### config.mk
export PLATFORM = sky130hd
export DESIGN_NAME = btn_conditioner_flat
export DESIGN_NICKNAME = d
export VERILOG_FILES = /design/src/rtl/btn_conditioner_if.sv /design/src/rtl/btn_conditioner.sv /design/src/flat_wrapper.sv
export SDC_FILE = /design/constraint.sdc
export NUM_CORES = 1
export LEC_CHECK = 0
export CAP_MARGIN = 20
export CORE_ASPECT_RATIO = 1.25
export CORE_MARGIN = 4
export CORE_UTILIZATION = 40
export DETAILED_ROUTE_END_ITERATION = 7
export GPL_ROUTABILITY_DRIVEN = 0
export GPL_TIMING_DRIVEN = 0
export PLACE_DENSITY = 0.57
export SLEW_MARGIN = 5
export SYNTH_ARGS = -nofsm -noshare
export SYNTH_HDL_FRONTEND = slang
export SYNTH_SLANG_ARGS = --single-unit
### constraint.sdc
create_clock -name clk -period 2.7 [get_ports clk]
set_input_delay 0.405 -clock clk [delete_from_list [all_inputs] [get_ports clk]]
set_output_delay 0.405 -clock clk [all_outputs]
set_load 0.05 [all_outputs]
### src/rtl/btn_conditioner_if.sv
// Button conditioner port bundle: raw pins and frame strobe in, conditioned button vectors out.
// Strobe semantics: frame_start and btn_press are single-cycle pulses with no back-pressure; btn_level and btn_frame are levels.
interface btn_conditioner_if #(
    parameter int N_BTN = 9
);
    logic [N_BTN-1:0] btn_raw;
    logic             frame_start;
    logic [N_BTN-1:0] btn_level;
    logic [N_BTN-1:0] btn_press;
    logic [N_BTN-1:0] btn_frame;

    modport master (
        output btn_raw,
        output frame_start,
        input  btn_level,
        input  btn_press,
        input  btn_frame
    );

    modport slave (
        input  btn_raw,
        input  frame_start,
        output btn_level,
        output btn_press,
        output btn_frame
    );
endinterface

### src/rtl/btn_conditioner.sv
// Synchronise, debounce, edge-detect and per-frame latch N_BTN push buttons.
// Optional auto-repeat of held buttons into btn_frame is compiled in with `define BTN_REPEAT_EN.
module btn_conditioner #(
    parameter int N_BTN           = 9,
    parameter int DEBOUNCE_CYCLES = 250000,
    parameter int CNT_W           = 18,
    parameter int REPEAT_DELAY    = 30,
    parameter int REPEAT_PERIOD   = 6
) (
    input logic              clk,
    input logic              rst_n,
    btn_conditioner_if.slave bus
);

    localparam logic [CNT_W-1:0] CNT_LAST = CNT_W'(DEBOUNCE_CYCLES - 1);

    logic [N_BTN-1:0] sync1;
    logic [N_BTN-1:0] sync2;
    logic [N_BTN-1:0] lvl;
    logic [N_BTN-1:0] lvl_d;
    logic [N_BTN-1:0] press_q;
    logic [N_BTN-1:0] pend;
    logic [N_BTN-1:0] frame_q;
    logic [N_BTN-1:0] rpt_hit;

    // Elaboration-time guards on the parameter set.
    if (DEBOUNCE_CYCLES < 2) begin : g_bad_debounce
        $error("btn_conditioner: DEBOUNCE_CYCLES must be at least 2");
    end
    if ((64'd1 << CNT_W) <= 64'(DEBOUNCE_CYCLES)) begin : g_bad_cnt_w
        $error("btn_conditioner: CNT_W too narrow for DEBOUNCE_CYCLES");
    end
    if (REPEAT_PERIOD < 1 || REPEAT_PERIOD > REPEAT_DELAY) begin : g_bad_repeat
        $error("btn_conditioner: need 1 <= REPEAT_PERIOD <= REPEAT_DELAY");
    end

    always_ff @(posedge clk or negedge rst_n) begin
        if (!rst_n) begin
            sync1 <= '0;
            sync2 <= '0;
        end else begin
            sync1 <= bus.btn_raw;
            sync2 <= sync1;
        end
    end

    for (genvar i = 0; i < N_BTN; i++) begin : g_deb
        logic [CNT_W-1:0] cnt;
        logic             lvl_r;

        // Any sample agreeing with the stable level restarts the run; the count stops at the flip.
        always_ff @(posedge clk or negedge rst_n) begin
            if (!rst_n) begin
                cnt   <= '0;
                lvl_r <= 1'b0;
            end else if (sync2[i] == lvl_r) begin
                cnt <= '0;
            end else if (cnt == CNT_LAST) begin
                lvl_r <= sync2[i];
                cnt   <= '0;
            end else begin
                cnt <= cnt + 1'b1;
            end
        end

        assign lvl[i] = lvl_r;
    end

    always_ff @(posedge clk or negedge rst_n) begin
        if (!rst_n) begin
            lvl_d   <= '0;
            press_q <= '0;
        end else begin
            lvl_d   <= lvl;
            press_q <= lvl & ~lvl_d;
        end
    end

    // A press landing on the frame strobe seeds the next frame's pending set instead of this one.
    always_ff @(posedge clk or negedge rst_n) begin
        if (!rst_n) begin
            pend    <= '0;
            frame_q <= '0;
        end else if (bus.frame_start) begin
            frame_q <= pend;
            pend    <= press_q | rpt_hit;
        end else begin
            pend <= pend | press_q;
        end
    end

`ifdef BTN_REPEAT_EN
    localparam int RPT_W = $clog2(REPEAT_DELAY + 1);
    localparam logic [RPT_W-1:0] RPT_LAST   = RPT_W'(REPEAT_DELAY - 1);
    localparam logic [RPT_W-1:0] RPT_RELOAD = RPT_W'(REPEAT_DELAY - REPEAT_PERIOD);

    for (genvar i = 0; i < N_BTN; i++) begin : g_rpt
        logic [RPT_W-1:0] rpt;

        // rpt counts held frames; reaching the delay fires a repeat and rewinds by one period.
        assign rpt_hit[i] = lvl[i] & (rpt == RPT_LAST);

        always_ff @(posedge clk or negedge rst_n) begin
            if (!rst_n) begin
                rpt <= '0;
            end else if (press_q[i]) begin
                rpt <= '0;
            end else if (bus.frame_start) begin
                if (!lvl[i]) begin
                    rpt <= '0;
                end else if (rpt_hit[i]) begin
                    rpt <= RPT_RELOAD;
                end else begin
                    rpt <= rpt + 1'b1;
                end
            end
        end
    end
`else
    assign rpt_hit = '0;
`endif

    assign bus.btn_level = lvl;
    assign bus.btn_press = press_q;
    assign bus.btn_frame = frame_q;

endmodule
### src/flat_wrapper.sv
// flat-port wrapper written by rule: the top's interface ports become plain ports
module btn_conditioner_flat 
#(
    parameter int N_BTN           = 9,
    parameter int DEBOUNCE_CYCLES = 250000,
    parameter int CNT_W           = 18,
    parameter int REPEAT_DELAY    = 30,
    parameter int REPEAT_PERIOD   = 6
)
  (clk, rst_n, bus_btn_raw, bus_frame_start, bus_btn_level, bus_btn_press, bus_btn_frame);
  btn_conditioner_if #(.N_BTN(N_BTN)) bus_i ();
  input logic clk;
  input logic rst_n;
  input wire logic [$bits(bus_i.btn_raw)-1:0] bus_btn_raw;
  input wire logic [$bits(bus_i.frame_start)-1:0] bus_frame_start;
  output wire logic [$bits(bus_i.btn_level)-1:0] bus_btn_level;
  output wire logic [$bits(bus_i.btn_press)-1:0] bus_btn_press;
  output wire logic [$bits(bus_i.btn_frame)-1:0] bus_btn_frame;
  assign bus_i.btn_raw = bus_btn_raw;
  assign bus_i.frame_start = bus_frame_start;
  assign bus_btn_level = bus_i.btn_level;
  assign bus_btn_press = bus_i.btn_press;
  assign bus_btn_frame = bus_i.btn_frame;
  btn_conditioner #(.N_BTN(N_BTN), .DEBOUNCE_CYCLES(DEBOUNCE_CYCLES), .CNT_W(CNT_W), .REPEAT_DELAY(REPEAT_DELAY), .REPEAT_PERIOD(REPEAT_PERIOD)) u_core (.clk(clk), .rst_n(rst_n), .bus(bus_i));
endmodule
==> results.ini, run 1 <==
[run_status]
status = finished clean

[timing]
hold_viol = 0
tightest_slew_ps = 879
drv_slew = 0
final-setup-viol-count = 0
rsz0062_at_grt = no
skew_ps = 6.51
hold_ws_ps = 334
max_freq_mhz = 425
fin_crit_sh_pct = 87.2
period_minus_slack_ps = 2350
relSlewSlack_pct = 40.8
fin_setup_tns_ps = 0

[worst_setup_path]
reg2reg_to = u_core.g_deb[4].cnt[9]$_DFF_PN0_
crit_family = compound AO/OA/AOI/OAI gates
rrSetupSlack_ps = 350
reg2reg_depth = 5
critPathSlowestCell = o41ai_2
reg2reg_from = u_core.g_deb[4].cnt[0]$_DFF_PN0_
path_cells = ha_1 > nand3_1 > o41ai_2 > clkbuf_1 > nor2_1
critPathMaxStageDelay_ps = 850
critical_path_class = flip-flop to flip-flop
critical_path_required_ps = 3070
critical_path.max_fanout = 10
arrival_ps = 2720
crit_buf_inv = 1
worstSetupStartpointType = flip-flop
cp-end-kind = flip-flop

[yosys]
synth_seq_cells = 225
syn-num-nets = 976
synth_cell_type_count = 35
avgSynthCellArea_um2 = 10.6
syn_area_um2 = 10200
yosys.area.top_type = dfrtp_1
synth_edf_count = 0
yosysTopAreaCellShare_pct = 55.4
yosysSeqAreaShare_pct = 55.4
yosys_most_used_dff = dfrtp_1
yosysWarnings = 0
synthArstFlopShare_pct = 100
synth_cells = 955
yosys-top-cells-area = dfrtp_1 55%, xnor2_1 8.4%, nor2_1 6.2%

[hold_path]
min_to = u_core.sync1[8]$_DFF_PN0_
worstHoldPathType = input pin to flip-flop
holdPathStages = 1
hold_start = bus_btn_raw[8]

[flow_run]
drv_cap = 0

[global_route]
grt_overflow = 0
antenna_found_initial = 0
grt_pass1_wl_mm = 33.2
grt_pass1_vias = 6920
grt_max_degree = 92
gr-usage-all-layers_pct = 13.9

[final_layout]
fillers = 2291
final_cells = 1368
syn_to_final_growth_pct = 16.4
n_antenna_cell = 0
fin_nets = 1042
drive_above_1_share_pct = 8.67

[detailed_routing]
drt-initial-drc-count = 301
routed_wire_length_per_instance_um = 13.6
wirelength_mm = 18.5
routed_via_density = 5.06
drtPass1Iterations = 4
drc = 0
antenna_left = 0
vias = 6923

[power]
cellInternalPower_mw = 5.48
leakage_nw = 4.88
ir_worst_vdd_mv = 0.469
clockPowerShare_pct = 47.2
comb_power_share_pct = 3.2
pwr_density_cell_nw_per_um2 = 590
p_switching_mw = 1.50
seq_power_share_pct = 49.6
total_power_mw = 6.98
p_sw_share_pct = 21.5

[floorplanning]
coreArea_um2 = 24700
start_util_pct = 41.1
die-area_um2 = 28000
std_cell_rows = 64
die_h_um = 186
fp.dieW_um = 151
pin_count = 39

[cts]
cts_buffer_depth = 3
h-tree-depth = 1
cts_buffers = 24
worstSkewPairLatency_ps = 500
cts_setup_buffers = 0
clk_pin_slew_ps = 60
cts_tree = done
cts.sinks = 225
cts-root-buf = clkbuf_16
cts_resized = 0

[placement]
hpwl_mm = 12.7
io_buffer_count = 37
dp_cells = 1324

-- power by group through the flow --
| stage | sequential [mW] | combinational [mW] | clock [mW] |
|---|---|---|---|
| 3_3_place_gp | 3.52 | 0.223 | 0 |
| 6_report | 3.46 | 0.225 | 3.29 |
| 5_1_grt | 3.47 | 0.268 | 3.54 |
| 2_1_floorplan | 3.51 | 0.109 | 0 |
| 4_1_cts | 3.46 | 0.238 | 3.40 |
| 3_5_place_dp | 3.52 | 0.236 | 0 |
-- cells in the mapped netlist (2+ instances only) --
master / instances
xor2_1: 36
o41ai_2: 4
and4_1: 9
nor2b_1: 12
clkbuf_1: 6
or3_1: 12
a21oi_1: 19
nor2_1: 168
or2_2: 2
ha_1: 9
or4_1: 12
buf_2: 2
nand4_1: 45
a21o_1: 9
nor4b_1: 4
nor4_1: 51
o21ai_0: 10
inv_1: 30
dfrtp_1: 225
or4_4: 2
xnor2_1: 98
o21ai_4: 2
buf_4: 10
mux2_2: 18
nand3b_1: 2
o31ai_1: 9
o41ai_4: 3
nor3_1: 24
nand2_1: 46
nand3_1: 63
or4b_1: 8
buf_6: 2
-- cell families after synthesis --
kind of cell / after synthesis / synth area share, %
multiplexers: 18 / 1.99
buffers and inverters: 51 / 2.43
AND/OR/NAND/NOR: 462 / 23.0
AO/OA/AOI/OAI: 56 / 4.53
flip-flops: 225 / 55.4
XOR/XNOR: 134 / 11.5
adder cells (fa/ha/maj): 9 / 1.11
-- flip-flops by register name, summed over array words and instances (netlist names) --
register and flops:
u_core.g_deb.cnt 162, u_core.bus.btn_frame 9, u_core.bus.btn_press 9, u_core.g_deb.lvl_r 9
u_core.lvl_d 9, u_core.pend 9, u_core.sync1 9, u_core.sync2 9
-- placed cells by master, fill, tap and decap left out, drive strengths merged, types with 19 or more instances in the layout --
cell             n
nand2           46
dfrtp          225
nand4           45
xnor2           98
nor3            24
nor2           168
inv             30
nand3           63
clkdlybuf4s50   36
a21oi           19
clkbuf          36
nor4            51
xor2            36
-- area by class of cell --
type                       instances  area [um^2]  share of cell area, %
buffer                            20          130                   1.10
clock buffer                      30          684                   5.79
clock inverter                    13          125                   1.06
inverter                          31          116                  0.984
multi-input combinational        679         4290                   36.2
sequential                       225         5630                   47.6
tap                              330          413                   3.49
timing repair buffer              40          440                   3.72
-- per-stage QoR --
stage	utilization [%]	setup WS, ps	area, um^2
global route	47.8	99.3	11800
finish	47.8	345	11800
detailed placement	44.5	280	11000
floorplan	-	696	10200
global placement	44.2	-8460	10900
CTS	47.8	279	11800
-- worst max-delay path by stage --
stage,from,endpoint,slack [ps],cells past startpoint
detailed placement,u_core.g_deb[4].cnt[10]$_DFF_PN0_,u_core.g_deb[4].cnt[9]$_DFF_PN0_,280,5
global route,u_core.g_deb[4].cnt[0]$_DFF_PN0_,u_core.g_deb[4].cnt[10]$_DFF_PN0_,100,5
finish,u_core.g_deb[4].cnt[0]$_DFF_PN0_,u_core.g_deb[4].cnt[9]$_DFF_PN0_,350,5
floorplan,u_core.g_deb[1].cnt[13]$_DFF_PN0_,u_core.g_deb[1].lvl_r$_DFFE_PN0P_,700,4
global placement,rst_n,u_core.g_deb[4].cnt[3]$_DFF_PN0_,-8460,1
CTS,u_core.g_deb[4].cnt[10]$_DFF_PN0_,u_core.g_deb[4].cnt[9]$_DFF_PN0_,280,5
-- layer usage --
metal  vias to the layer above  global-route usage (%)  wire (um)  part of all wire [%]
met5                         -                       0          0                     0
met2                        68                    24.0       8960                    48
met1                      3350                    18.4       8660                    47
met3                        29                    1.79        502                   2.7
li1                       3476                       -          -                     -
met4                         0                    3.88        418                   2.3
-- what timing repair did --
item                                    4_1_cts  5_1_grt
endpoints found under the setup margin        0        0
hold buffers                                  1        0
hold endpoints to repair                     53        0
-- worst register-to-register path, delay by kind of cell (launching register included) --
kind / cells / cell delay, ps
flops: 1 / 400
compound gates: 1 / 850
buf+inv: 1 / 450
simple gates: 2 / 280
fa+ha+maj: 1 / 240
Note: power is estimated with default switching activity, not from simulation.
==> inputs of run 2 (changes only) <==
--- a/config.mk
+++ b/config.mk
@@ -9,6 +9,7 @@
 export CORE_ASPECT_RATIO = 1.25
 export CORE_MARGIN = 4
 export CORE_UTILIZATION = 40
+export CTS_BUF_LIST = sky130_fd_sc_hd__clkbuf_2
 export DETAILED_ROUTE_END_ITERATION = 7
 export GPL_ROUTABILITY_DRIVEN = 0
 export GPL_TIMING_DRIVEN = 0
==> run 2 against run 1 <==
Against the previous run: register-to-register slack is essentially flat; first-iteration DRC count is 4.7% higher; flip-flop and latch count stayed put; core utilization fell by 0.96 points; largest cell class unchanged; largest power group unchanged.
==> results.ini, run 2 (same netlist as run 1, synthesis figures left out) <==
[floorplanning]
die-area_um2 = 28000
start_util_pct = 41.1
fp.dieW_um = 151
pin_count = 39
std_cell_rows = 64
die_h_um = 186
coreArea_um2 = 24700

[final_layout]
final_cell_mix = 225 x dfrtp_1, 168 x nor2_1, 98 x xnor2_1, 78 x clkbuf_2, 63 x nand3_1
syn_to_final_growth_pct = 14.0
drive_above_1_share_pct = 12.0
regArea_um2 = 5630
fin_nets = 1084
regMostFlops = u_core.g_deb.cnt
final_common_cell = dfrtp_1
fillers = 2349
multi_input_area_um2 = 4290
largest_register_ffs = 162

[power]
seq_power_share_pct = 59.6
pwr_density_cell_nw_per_um2 = 500
ir_worst_vdd_mv = 0.250
p_switching_mw = 1.52
comb_power_share_pct = 4.1
clockPowerShare_pct = 36.3
p_sw_share_pct = 26.2
leakage_nw = 4.96
cellInternalPower_mw = 4.28

[timing]
fin_crit_sh_pct = 93.9
final-setup-viol-count = 0
max_freq_mhz = 394
fin_setup_tns_ps = 0
hold_viol = 0
period_minus_slack_ps = 2540
rsz0062_at_grt = no
drv_slew = 0
relSlewSlack_pct = 41.5
tightest_slew_ps = 868
skew_ps = 26.5
final.setup.worst_slack_ps = 164

[detailed_routing]
drc = 0
vias = 7189
wirelength_mm = 18.9
antenna_left = 0
drt-initial-drc-count = 315
routed_wire_length_per_instance_um = 13.2
drtPass1Iterations = 4
routed_via_density = 5.02

[global_route]
grt_pass1_vias = 7226
gr-usage-all-layers_pct = 14.3
grt_max_degree = 92
grt_pass1_wl_mm = 33.8
antenna_found_initial = 1
grt_overflow = 0

[run_status]
status = finished clean

[worst_setup_path]
critPathSlowestCell = clkdlybuf4s50_1
critical_path_class = flip-flop to output pin
path_cells = buf_4 > clkdlybuf4s50_1
critical_path.max_fanout = 5
critPathMaxStageDelay_ps = 780
cp-end-kind = output pin
critical_path_required_ps = 2300
arrival_ps = 2130
worstSetupStartpointType = flip-flop

[cts]
h-tree-depth = 2
worstSkewPairLatency_ps = 800
cts-root-buf = clkbuf_2
cts_tree = done
clk_pin_slew_ps = 100
cts_buffers = 57
cts_buffer_depth = 3
cts.sinks = 225

[placement]
io_buffer_count = 37
hpwl_mm = 12.7
dpl_worst_slack_ps = 280

[flow_run]
drv_cap = 0

[hold_path]
worstHoldPathType = input pin to async pin

## run 2: cell count changes in the layout (fill, tap and decap cells not counted), sizes merged
cell	change
clkbuf	+48
clkinv	+9
dlygate4sd3	+9
clkdlybuf4s50	-5
dlymetal6s2s	+4
bufinv	-2
clkinvlp	-1
diode	+1
dlygate4sd2	+1
inv	+1
## run 2: power by group through the flow
stage | logic (mW) | clock network, mW | registers [mW]
global placement | 0.223 | 0 | 3.52
detailed placement | 0.236 | 0 | 3.52
CTS | 0.248 | 2.22 | 3.46
floorplan | 0.109 | 0 | 3.51
global route | 0.279 | 2.41 | 3.46
finish | 0.236 | 2.10 | 3.46
## run 2: through the flow
step / util (%) / power [mW] / hold slack [ps] / area [um^2] / std cells
5_1_grt: 46.8 / 6.16 / 55.1 / 11600 / 1433
6_report: 46.8 / 5.79 / 100 / 11600 / 1433
2_1_floorplan: - / 3.62 / 109 / 10200 / 955
3_3_place_gp: 44.2 / 3.75 / 332 / 10900 / 1322
4_1_cts: 46.8 / 5.93 / 33.5 / 11600 / 1432
3_5_place_dp: 44.5 / 3.76 / 336 / 11000 / 1324
## run 2: metal layers
layer / up-vias / part of all wire [%] / GRT usage, %
li1: 3600 / - / -
met1: 3459 / 45 / 18.1
met2: 93 / 49 / 24.4
met3: 37 / 3.3 / 2.86
met4: 0 / 2.5 / 5.62
met5: - / 0 / 0
## run 2: final cells by class
| cell class | count | area share (%) |
|---|---|---|
| clock buffers | 78 | 3.37 |
| clock inverters | 20 | 0.702 |
| inverters | 31 | 1.00 |
| well taps | 330 | 3.56 |
| plain buffers | 20 | 1.12 |
| diodes | 1 | 0.0216 |
| flip-flops and latches | 225 | 48.6 |
| multi-input cells | 679 | 37.0 |
| repair buffers | 49 | 4.65 |
## run 2: final timing paths
path,startpoint,endpoint,slack (ps),cells after the start
max in group asynchronous,rst_n,u_core.g_deb[1].cnt[3]$_DFF_PN0_,1370,4
min in group clk,bus_frame_start,u_core.bus.btn_frame[3]$_DFFE_PN0P_,320,2
max,u_core.g_deb[7].lvl_r$_DFFE_PN0P_,bus_btn_level[7],160,2
max reg2reg,u_core.g_deb[4].cnt[0]$_DFF_PN0_,u_core.g_deb[4].cnt[8]$_DFF_PN0_,350,5
min,rst_n,u_core.g_deb[8].cnt[13]$_DFF_PN0_,100,2
min reg2reg,u_core.sync1[5]$_DFF_PN0_,u_core.sync2[5]$_DFF_PN0_,350,0
## run 2: critical path, delay by kind of cell (launching register included)
family                 cells  cell delay (ps)
flip-flops                 1              430
buffers and inverters      2              910
## run 2: repair_timing
item	4_1_cts	5_1_grt
setup endpoints to repair	1	4
endpoints found under the hold margin	143	0
resized for setup	1	4
hold buffers	10	0
pin swaps	0	0
setup buffers	0	0
